**src/rtl/obstacle_nav_ctrl.sv**
```systemverilog
// Obstacle-avoidance motor sequencer: confirms obstacle codes, then runs brake/reverse/turn.
// Optional: define ALTERNATE_TURN_EN to alternate turn direction on successive manoeuvres.
module obstacle_nav_ctrl #(
   parameter int unsigned SAMPLE_PERIOD = 30000000,
   parameter int unsigned CONFIRM_N     = 2,
   parameter int unsigned BRAKE_TICKS   = 10000000,
   parameter int unsigned REVERSE_TICKS = 50000000,
   parameter int unsigned TURN_TICKS    = 40000000,
   parameter int unsigned PWM_PERIOD    = 100000,
   parameter int unsigned PWM_DUTY      = 60000
) (
   input  logic       CLK100MHZ,
   input  logic       CPU_RESETN,
   input  logic       enable,
   input  logic [1:0] choose,
   output logic [1:0] motor_l,
   output logic [1:0] motor_r,
   output logic       pwm,
   output logic [2:0] state,
   output logic [7:0] avoid_count
);

   typedef enum logic [2:0] {
      StIdle    = 3'd0,
      StForward = 3'd1,
      StBrake   = 3'd2,
      StReverse = 3'd3,
      StTurn    = 3'd4
   } state_e;

   localparam logic [25:0] SampleLast  = 26'(SAMPLE_PERIOD - 1);
   localparam logic [25:0] BrakeLast   = 26'(BRAKE_TICKS - 1);
   localparam logic [25:0] ReverseLast = 26'(REVERSE_TICKS - 1);
   localparam logic [25:0] TurnLast    = 26'(TURN_TICKS - 1);
   localparam logic [16:0] PwmLast     = 17'(PWM_PERIOD - 1);
   localparam logic [3:0]  ConfirmN    = 4'(CONFIRM_N);

   state_e      state_q, state_d;
   logic [25:0] samp_cnt_q, samp_cnt_d;
   logic [25:0] timer_q, timer_d;
   logic [16:0] pwm_cnt_q, pwm_cnt_d;
   logic [3:0]  conf_q, conf_d, conf_upd;
   logic [7:0]  avoid_q, avoid_d;
   logic [1:0]  motor_l_q, motor_l_d;
   logic [1:0]  motor_r_q, motor_r_d;
   logic        pwm_q, pwm_d;
   logic        tick;
   logic        turn_left;

   assign tick = (samp_cnt_q == SampleLast);

   always_comb begin
      samp_cnt_d = tick ? '0 : samp_cnt_q + 26'd1;
      pwm_cnt_d  = (pwm_cnt_q == PwmLast) ? '0 : pwm_cnt_q + 17'd1;
   end

   // Anything but an explicit "clear" code counts as an obstacle (fail-safe).
   always_comb begin
      conf_upd = conf_q;
      if (state_q == StForward && tick) begin
         if (choose == 2'b10) begin
            conf_upd = '0;
         end else if (conf_q < ConfirmN) begin
            conf_upd = conf_q + 4'd1;
         end
      end
   end

   always_comb begin
      state_d = state_q;
      case (state_q)
         StIdle:    state_d = StForward;
         StForward: if (tick && conf_upd == ConfirmN) state_d = StBrake;
         StBrake:   if (timer_q == BrakeLast) state_d = StReverse;
         StReverse: if (timer_q == ReverseLast) state_d = StTurn;
         StTurn:    if (timer_q == TurnLast) state_d = StForward;
         default:   state_d = StIdle;
      endcase
      if (!enable) begin
         state_d = StIdle;
      end
   end

   always_comb begin
      conf_d  = (state_d == StForward) ? conf_upd : '0;
      timer_d = (state_d != state_q) ? '0 : timer_q + 26'd1;
      avoid_d = avoid_q;
      if (state_q == StForward && state_d == StBrake && avoid_q != 8'hFF) begin
         avoid_d = avoid_q + 8'd1;
      end
   end

`ifdef ALTERNATE_TURN_EN
   logic turn_left_q, turn_left_d;

   always_comb begin
      turn_left_d = turn_left_q;
      if (state_d == StIdle) begin
         turn_left_d = 1'b0;
      end else if (state_q == StTurn && state_d == StForward) begin
         turn_left_d = ~turn_left_q;
      end
   end

   always_ff @(posedge CLK100MHZ or negedge CPU_RESETN) begin
      if (!CPU_RESETN) begin
         turn_left_q <= 1'b0;
      end else begin
         turn_left_q <= turn_left_d;
      end
   end

   assign turn_left = turn_left_q;
`else
   assign turn_left = 1'b0;
`endif

   // Outputs decode the next state so they change on the same edge as state.
   always_comb begin
      motor_l_d = 2'b00;
      motor_r_d = 2'b00;
      case (state_d)
         StForward: begin
            motor_l_d = 2'b01;
            motor_r_d = 2'b01;
         end
         StReverse: begin
            motor_l_d = 2'b10;
            motor_r_d = 2'b10;
         end
         StTurn: begin
            motor_l_d = turn_left ? 2'b10 : 2'b01;
            motor_r_d = turn_left ? 2'b01 : 2'b10;
         end
         default: begin
            motor_l_d = 2'b00;
            motor_r_d = 2'b00;
         end
      endcase
      pwm_d = ({15'd0, pwm_cnt_q} < PWM_DUTY) &&
              (state_d == StForward || state_d == StReverse || state_d == StTurn);
   end

   always_ff @(posedge CLK100MHZ or negedge CPU_RESETN) begin
      if (!CPU_RESETN) begin
         state_q    <= StIdle;
         samp_cnt_q <= '0;
         timer_q    <= '0;
         pwm_cnt_q  <= '0;
         conf_q     <= '0;
         avoid_q    <= '0;
         motor_l_q  <= 2'b00;
         motor_r_q  <= 2'b00;
         pwm_q      <= 1'b0;
      end else begin
         state_q    <= state_d;
         samp_cnt_q <= samp_cnt_d;
         timer_q    <= timer_d;
         pwm_cnt_q  <= pwm_cnt_d;
         conf_q     <= conf_d;
         avoid_q    <= avoid_d;
         motor_l_q  <= motor_l_d;
         motor_r_q  <= motor_r_d;
         pwm_q      <= pwm_d;
      end
   end

   assign state       = state_q;
   assign motor_l     = motor_l_q;
   assign motor_r     = motor_r_q;
   assign pwm         = pwm_q;
   assign avoid_count = avoid_q;

endmodule

```
**config.mk**
```make
export PLATFORM = sky130hd
export DESIGN_NAME = obstacle_nav_ctrl
export DESIGN_NICKNAME = d
export VERILOG_FILES = /design/src/rtl/obstacle_nav_ctrl.sv
export SDC_FILE = /design/constraint.sdc
export NUM_CORES = 1
export LEC_CHECK = 0
export CORE_AREA = 2 2 105 107
export DETAILED_ROUTE_END_ITERATION = 10
export DIE_AREA = 0 0 107 109
export GPL_ROUTABILITY_DRIVEN = 0
export PLACE_DENSITY = 0.61
export SYNTH_ARGS = -nofsm -noshare
export SYNTH_HDL_FRONTEND = slang
export SYNTH_SLANG_ARGS = --single-unit
```
**constraint.sdc**
```tcl
create_clock -name CLK100MHZ -period 2.7 [get_ports CLK100MHZ]
set_input_delay 0.27 -clock CLK100MHZ [delete_from_list [all_inputs] [get_ports CLK100MHZ]]
set_output_delay 0.27 -clock CLK100MHZ [all_outputs]
set_load 0.03 [all_outputs]
```
# ---- Word level (Yosys, flattened, before mapping)
# Index checks and enable logic that the tools add are counted.
dict set report op_classes {
  order_cmp 2
  n_mux 15
  eq_ne 17
  reduce_logical 10
  n_addsub 5
}
# operator count
set op_table {}
lappend op_table {{26-bit by 1-bit adder with 26-bit output, second input constant} 2}
lappend op_table {{26-bit == test, second input constant} 2}
lappend op_table {{26-bit 2-to-1 mux} 2}
lappend op_table {{26-bit by 24-bit == test with 1-bit output, second input constant} 1}
lappend op_table {{26-bit by 25-bit == test with 1-bit output, second input constant} 1}
lappend op_table {{17-bit by 1-bit adder with 17-bit output, second input constant} 1}
lappend op_table {{17-bit == test, second input constant} 1}
lappend op_table {{17-bit by 16-bit less-than comparator with 1-bit output, second input constant} 1}
lappend op_table {{17-bit 2-to-1 mux} 1}
lappend op_table {{4-bit 2-to-1 mux} 4}
lappend op_table {{3-bit 2-to-1 mux} 5}
lappend op_table {{3-bit case mux with 5 select lines} 1}
lappend op_table {{3-bit by 2-bit == test with 1-bit output, second input constant} 4}
lappend op_table {{8-bit by 1-bit adder with 8-bit output, second input constant} 1}
lappend op_table {{8-bit != test, second input constant} 1}
lappend op_table {{2-bit case mux with 2 select lines} 2}
lappend op_table {{3-bit by 1-bit == test with 1-bit output, second input constant} 2}
lappend op_table {{3-bit == test, second input constant} 2}
lappend op_table {{1-bit logical AND} 5}
lappend op_table {{4-bit by 1-bit adder with 4-bit output, second input constant} 1}
lappend op_table {{4-bit by 2-bit == test with 1-bit output, second input constant} 1}
lappend op_table {{4-bit by 2-bit less-than comparator with 1-bit output, second input constant} 1}
lappend op_table {{2-bit OR reduction} 2}
lappend op_table {{3-bit logical NOT} 1}
lappend op_table {{other kinds (3)} 4}
dict set report word_totals {
  inputBits 5
  output_inout_bits 16
  ff_bits 89
  elab_cells 58
}

# ---- Longest topological paths before layout
dict set report depth {
  ltp_word 13
  mapped_depth 9
  depth_no_buf 7
}

# ---- Worst setup path after synthesis
# Ideal clock, no wire load.
dict set report synth_path {
  path_kind {flip-flop to flip-flop}
  startpoint {reg state_q[0], in the netlist state[0]}
  endpoint {reg timer_q[11]}
  path_stages_with_launch 10
  synth_period_minus_slack_ns 2.511
  setup_ns 0.125
  slack_ns 0.189
  path_buffers 3
  required_time_ns 2.575
  arrival_time_ns 2.387
  cell_sequence {dfrtp_1 buf_2 or3b_2 clkbuf_1 nor4_1 o2111a_1 nand2_1 o21ai_2 buf_2 nor3_1}
}
dict set report synth_between {
  elab_chain_len 10
  elab_cells_between_ends 17
  cone_classes {eq/ne (6); mux (8); reduce/logical (3)}
}
# element line_no
set synth_rtl {}
lappend synth_rtl {{from (decl)} 38} ;# state_e state_q, state_d;
lappend synth_rtl {{from (signal assigned)} 146} ;# state_q <= StIdle;
lappend synth_rtl {{from (signal assigned)} 156} ;# state_q <= state_d;
lappend synth_rtl {{3-bit by 1-bit == test with 1-bit output} {60, 71}}
lappend synth_rtl {{1-bit logical AND} 60} ;# if (state_q == StForward && tick) begin
lappend synth_rtl {{4-bit 2-to-1 mux} 60}
lappend synth_rtl {{4-bit by 2-bit == test with 1-bit output} 73} ;# StForward: if (tick && conf_upd == ConfirmN) state_d = StBrake;
lappend synth_rtl {{1-bit logical AND} 73}
lappend synth_rtl {{3-bit 2-to-1 mux} 73}
lappend synth_rtl {{3-bit case mux with 5 select lines} 71} ;# case (state_q)
lappend synth_rtl {{3-bit 2-to-1 mux} 79} ;# if (!enable) begin
lappend synth_rtl {{3-bit != test (*)} 86} ;# timer_d = (state_d != state_q) ? '0 : timer_q + 26'd1;
lappend synth_rtl {{26-bit 2-to-1 mux (*)} 86}
lappend synth_rtl {{via timer_d[11]} 40} ;# logic [25:0] timer_q, timer_d;
lappend synth_rtl {{to (signal assigned)} 158} ;# timer_q <= timer_d;
lappend synth_rtl {{to (decl)} 40}
# The timed path passes the listed nets; every way through them passes the cells marked *.
# A chain may end at the register's enable or synchronous reset.

# ---- Final worst setup path
dict set report layout_path {
  startpoint {reg timer_q[7]}
  endpoint {reg pwm_q, in the netlist pwm}
}
dict set report layout_between {
  elab_chain_len 8
  elab_cells_between_ends 14
  cone_classes {eq/ne (6); mux (5); reduce/logical (3)}
}
# element line_no
set layout_rtl {}
lappend layout_rtl {{26-bit == test, or another cell as far along} 76} ;# StTurn: if (timer_q == TurnLast) state_d = StForward;
lappend layout_rtl {{3-bit 2-to-1 mux (on tied branches)} {76, 74, 75}}
lappend layout_rtl {{3-bit case mux with 5 select lines (*)} 71}
lappend layout_rtl {{3-bit 2-to-1 mux (*)} 79}
lappend layout_rtl {{3-bit by 1-bit == test with 1-bit output / 3-bit by 2-bit == test with 1-bit output (equally long branches)} 141} ;# (state_d == StForward || state_d == StReverse || state_d == StTurn);
lappend layout_rtl {{1-bit logical OR} 141}
lappend layout_rtl {{1-bit logical OR (*)} 141}
lappend layout_rtl {{1-bit logical AND (*)} 140} ;# pwm_d = ({15'd0, pwm_cnt_q} < PWM_DUTY) &&
lappend layout_rtl {{via pwm_d} 46} ;# logic pwm_q, pwm_d;
lappend layout_rtl {{to (signal assigned)} 164} ;# pwm_q <= pwm_d;
lappend layout_rtl {{to (decl)} 46}
# Marks and branches as above.

==> key figures <==
Status
  • Status: complete, no violations

Worst setup path
  • R2r worst-path depth: 7
  • Cell Chain, Critical Path: or4_4, nor4_1, a41o_1, a21oi_1, o41ai_4, buf_4, a211oi_1
  • Worst Setup Path Type: flip-flop to flip-flop
  • Data required, critical path: 2.94 ns
  • Kind of start point of the critical path: flip-flop
  • Crit-path leading delay family: simple AND/OR/NAND/NOR gates
  • Buffers and inverters on the worst path: 1
  • Crit end category: flip-flop
  • Crit-path max FO: 9
  • Critical R2R Launch: timer_q[7]
  • CP Data Arrival Time: 2.80 ns
  • R2R Setup Slk: 0.14 ns
  • Crit-path slowest cell: or4_4
  • Crit Reg-Reg Endpoint: pwm
  • Max incr delay on CP: 0.55 ns

GRT
  • Total Routing Usage GR: 17.8%
  • Total global routing overflow: 0
  • Met1 usage: 23.7%
  • Vias in the first global route: 3,411
  • Met3 usage: 4.30%
  • GRT met2 Usage: 28.5%
  • Initial antenna violation count: 0
  • First-pass GRT wire length: 16,500 µm
  • Gr busiest metal: met2
  • Largest net degree at the start of global routing: 53

Pwr
  • Sequential power share: 55.2%
  • Psw: 580 µW
  • Sw Share: 23.7%
  • Pwr Total: 2440 µW
  • Clk pwr share: 40.1%
  • Cell Pwr Density: 466 mW/mm²
  • Leakage: 0.00222 µW
  • Logic pwr share: 4.7%
  • Max rail drop VDD: 0.276 mV
  • P_int: 1860 µW

Detailed routing
  • DR vias: 3,491
  • Drt drc: 0
  • DR vias/cell: 5.44
  • Drt total wl: 9490 µm
  • Wire length per cell: 14.8 µm
  • Final ANT Viol Nets: 0
  • Pre-antenna DRT Iters: 4
  • DR iter-0 viols: 247

CTS
  • Clock transition at path regs: 0.09 ns
  • CTS tree: built
  • CTS H-tree lvls: 3
  • CTS buffer count: 9
  • Worst-Skew Late Latency: 0.38 ns
  • # clock sinks: 89
  • Longest Clk Path Bufs: 2
  • Clk root buf: clkbuf_8

Cells and area
  • Final net count: 507
  • ANT cells: 0
  • Finished Layout Cells: 642
  • Layout cells sized above 1: 9.76%
  • Synth-to-layout area growth: 13.9%
  • Finished Cell Area: 0.00524 mm²

Run
  • Max Cap Viol: 0

Placement
  • Pre-CTS WS: 0.0611 ns
  • Post-Place Cells: 624
  • Hpwl dp: 6670 µm
  • IO Port Bufs: 20
  • DP Area: 0.00500 mm²

Die
  • FP Rows: 38
  • Die W: 107 µm
  • Die height: 109 µm
  • Initial core utilization: 43.4%
  • Number of I/O pins: 21
  • Die area: 0.0117 mm²
  • Area of the core: 0.0106 mm²

STA
  • Post-layout min period: 2.56 ns
  • Setup TNS: 0 ns
  • Worst-Margin Slew: 0.606 ns
  • Slew Limit Fails: 0
  • Clock skew: 0.0132 ns
  • RSZ-0062 raised after global routing: yes
  • Final Hold Vio Count: 0
  • Finish-stage setup viols: 0
  • FMAX: 391 MHz
  • Setup WS post-layout: 0.143 ns
  • Final period utilization: 94.7%
  • Slew Limit Headroom: 59.5%

Synthesis
  • Post-synth cell types: 50
  • Mapped Nets: 479
  • Synth Flop Type: dfrtp_1
  • Syn_area_per_cell: 9.81 µm²
  • EDFF count, synth: 0
  • Asr flop ratio synth: 100%
  • Synth Instances: 469
  • Part of the Yosys area used for sequential elements: 48.4%
  • YS warnings: 0
  • Mapped Area: 0.00460 mm²
  • Seq cells post-synth: 89

Hold path
  • Worst Hold Class: input pin to asynchronous set/reset pin
==> worst reg2reg max path, stage by stage, from the launching register on <==
cell and delay, ns:
dfrtp_1 0.43, or4_4 0.55, nor4_1 0.42, a41o_1 0.27, a21oi_1 0.12, o41ai_4 0.34, buf_4 0.21, a211oi_1 0.08
==> how the worst max path moves through the flow <==
stage	startpoint	slack (ns)	endpoint	depth (start not counted)
2_1_floorplan	state[0]	0.19	timer_q[11]	9
3_3_place_gp	conf_q[0]	0.14	pwm	6
3_5_place_dp	conf_q[0]	0.06	pwm	6
4_1_cts	conf_q[0]	0.04	pwm	6
5_1_grt	timer_q[0]	-0.02	pwm	8
6_report	timer_q[7]	0.14	pwm	7
==> synth_stat cells, types with 9 or more instances <==
master / number / area (µm²)
nor3_1: 42 / 210
nand3_1: 26 / 130
dfrtp_1: 89 / 2230
a21oi_1: 9 / 45.0
nand2_1: 35 / 131
nor2_1: 53 / 199
xnor2_1: 30 / 263
and3_1: 17 / 106
nand4_1: 25 / 156
inv_1: 9 / 33.8
clkbuf_1: 9 / 33.8
xor2_1: 36 / 315
==> routing by layer <==
layer	share of wire, %	routed length (µm)
met1	49	4680
met2	47	4480
met3	2.4	228
met4	1.1	108
met5	0	0
==> cell families after synthesis <==
group	count (synthesis)	synth area share, %
and+or+nand+nor	245	28.8
DFF	89	48.4
xor gates and xnor gates	66	12.6
AOI/OAI and AO/OA	37	6.01
buffers and inverters	26	2.61
adders and majority gates	5	1.36
muxes	1	0.245
==> stage by stage <==
| stage | utilization (%) | hold WS, ns |
|---|---|---|
| detailed placement | 47.2 | 0.271 |
| global placement | 47.2 | 0.271 |
| CTS | 49.3 | 0.407 |
| floorplan | - | -0.0256 |
| finish | 49.4 | 0.392 |
| global route | 49.4 | 0.454 |
==> sequential cells by signal, indices dropped and copies added (netlist names) <==
signal,cells
samp_cnt_q,26
timer_q,26
pwm_cnt_q,17
avoid_count,8
conf_q,4
state,3
motor_l,2
motor_r,2
pwm,1
==> power by group through the flow <==
stage / clock network [µW] / logic [µW] / registers, µW
final: 980 / 115 / 1350
after global placement: 0 / 113 / 1370
after CTS: 1010 / 116 / 1350
after floorplan: 0 / 50.1 / 1380
after global routing: 1060 / 130 / 1350
after detailed placement: 0 / 114 / 1370
==> repair_timing <==
action                                 in CTS  in global routing
setup endpoints to repair                   0                  9
hold buffers                                1                  0
setup buffers                               0                  1
endpoints found under the hold margin      37                  0
resized for setup                           0                  1
==> cell type report <==
cell class              count  area (µm²)
clock buffers              11         151
clock inverters             5        62.6
fillers                  1010        5360
inverters                   9        33.8
multi-input cells         354        2260
flip-flops and latches     89        2230
well taps                 140         175
repair buffers             34         330
==> cells in the final DEF, fill, tap and decap left out, types with 17 or more instances in the layout <==
cell             instances
and3_1                  17
nand3_1                 26
nor2_1                  53
nor3_1                  42
nand4_1                 25
nand2_1                 35
xnor2_1                 30
dfrtp_1                 89
xor2_1                  36
clkdlybuf4s50_1         19
Note: power is estimated with default switching activity, not from simulation.
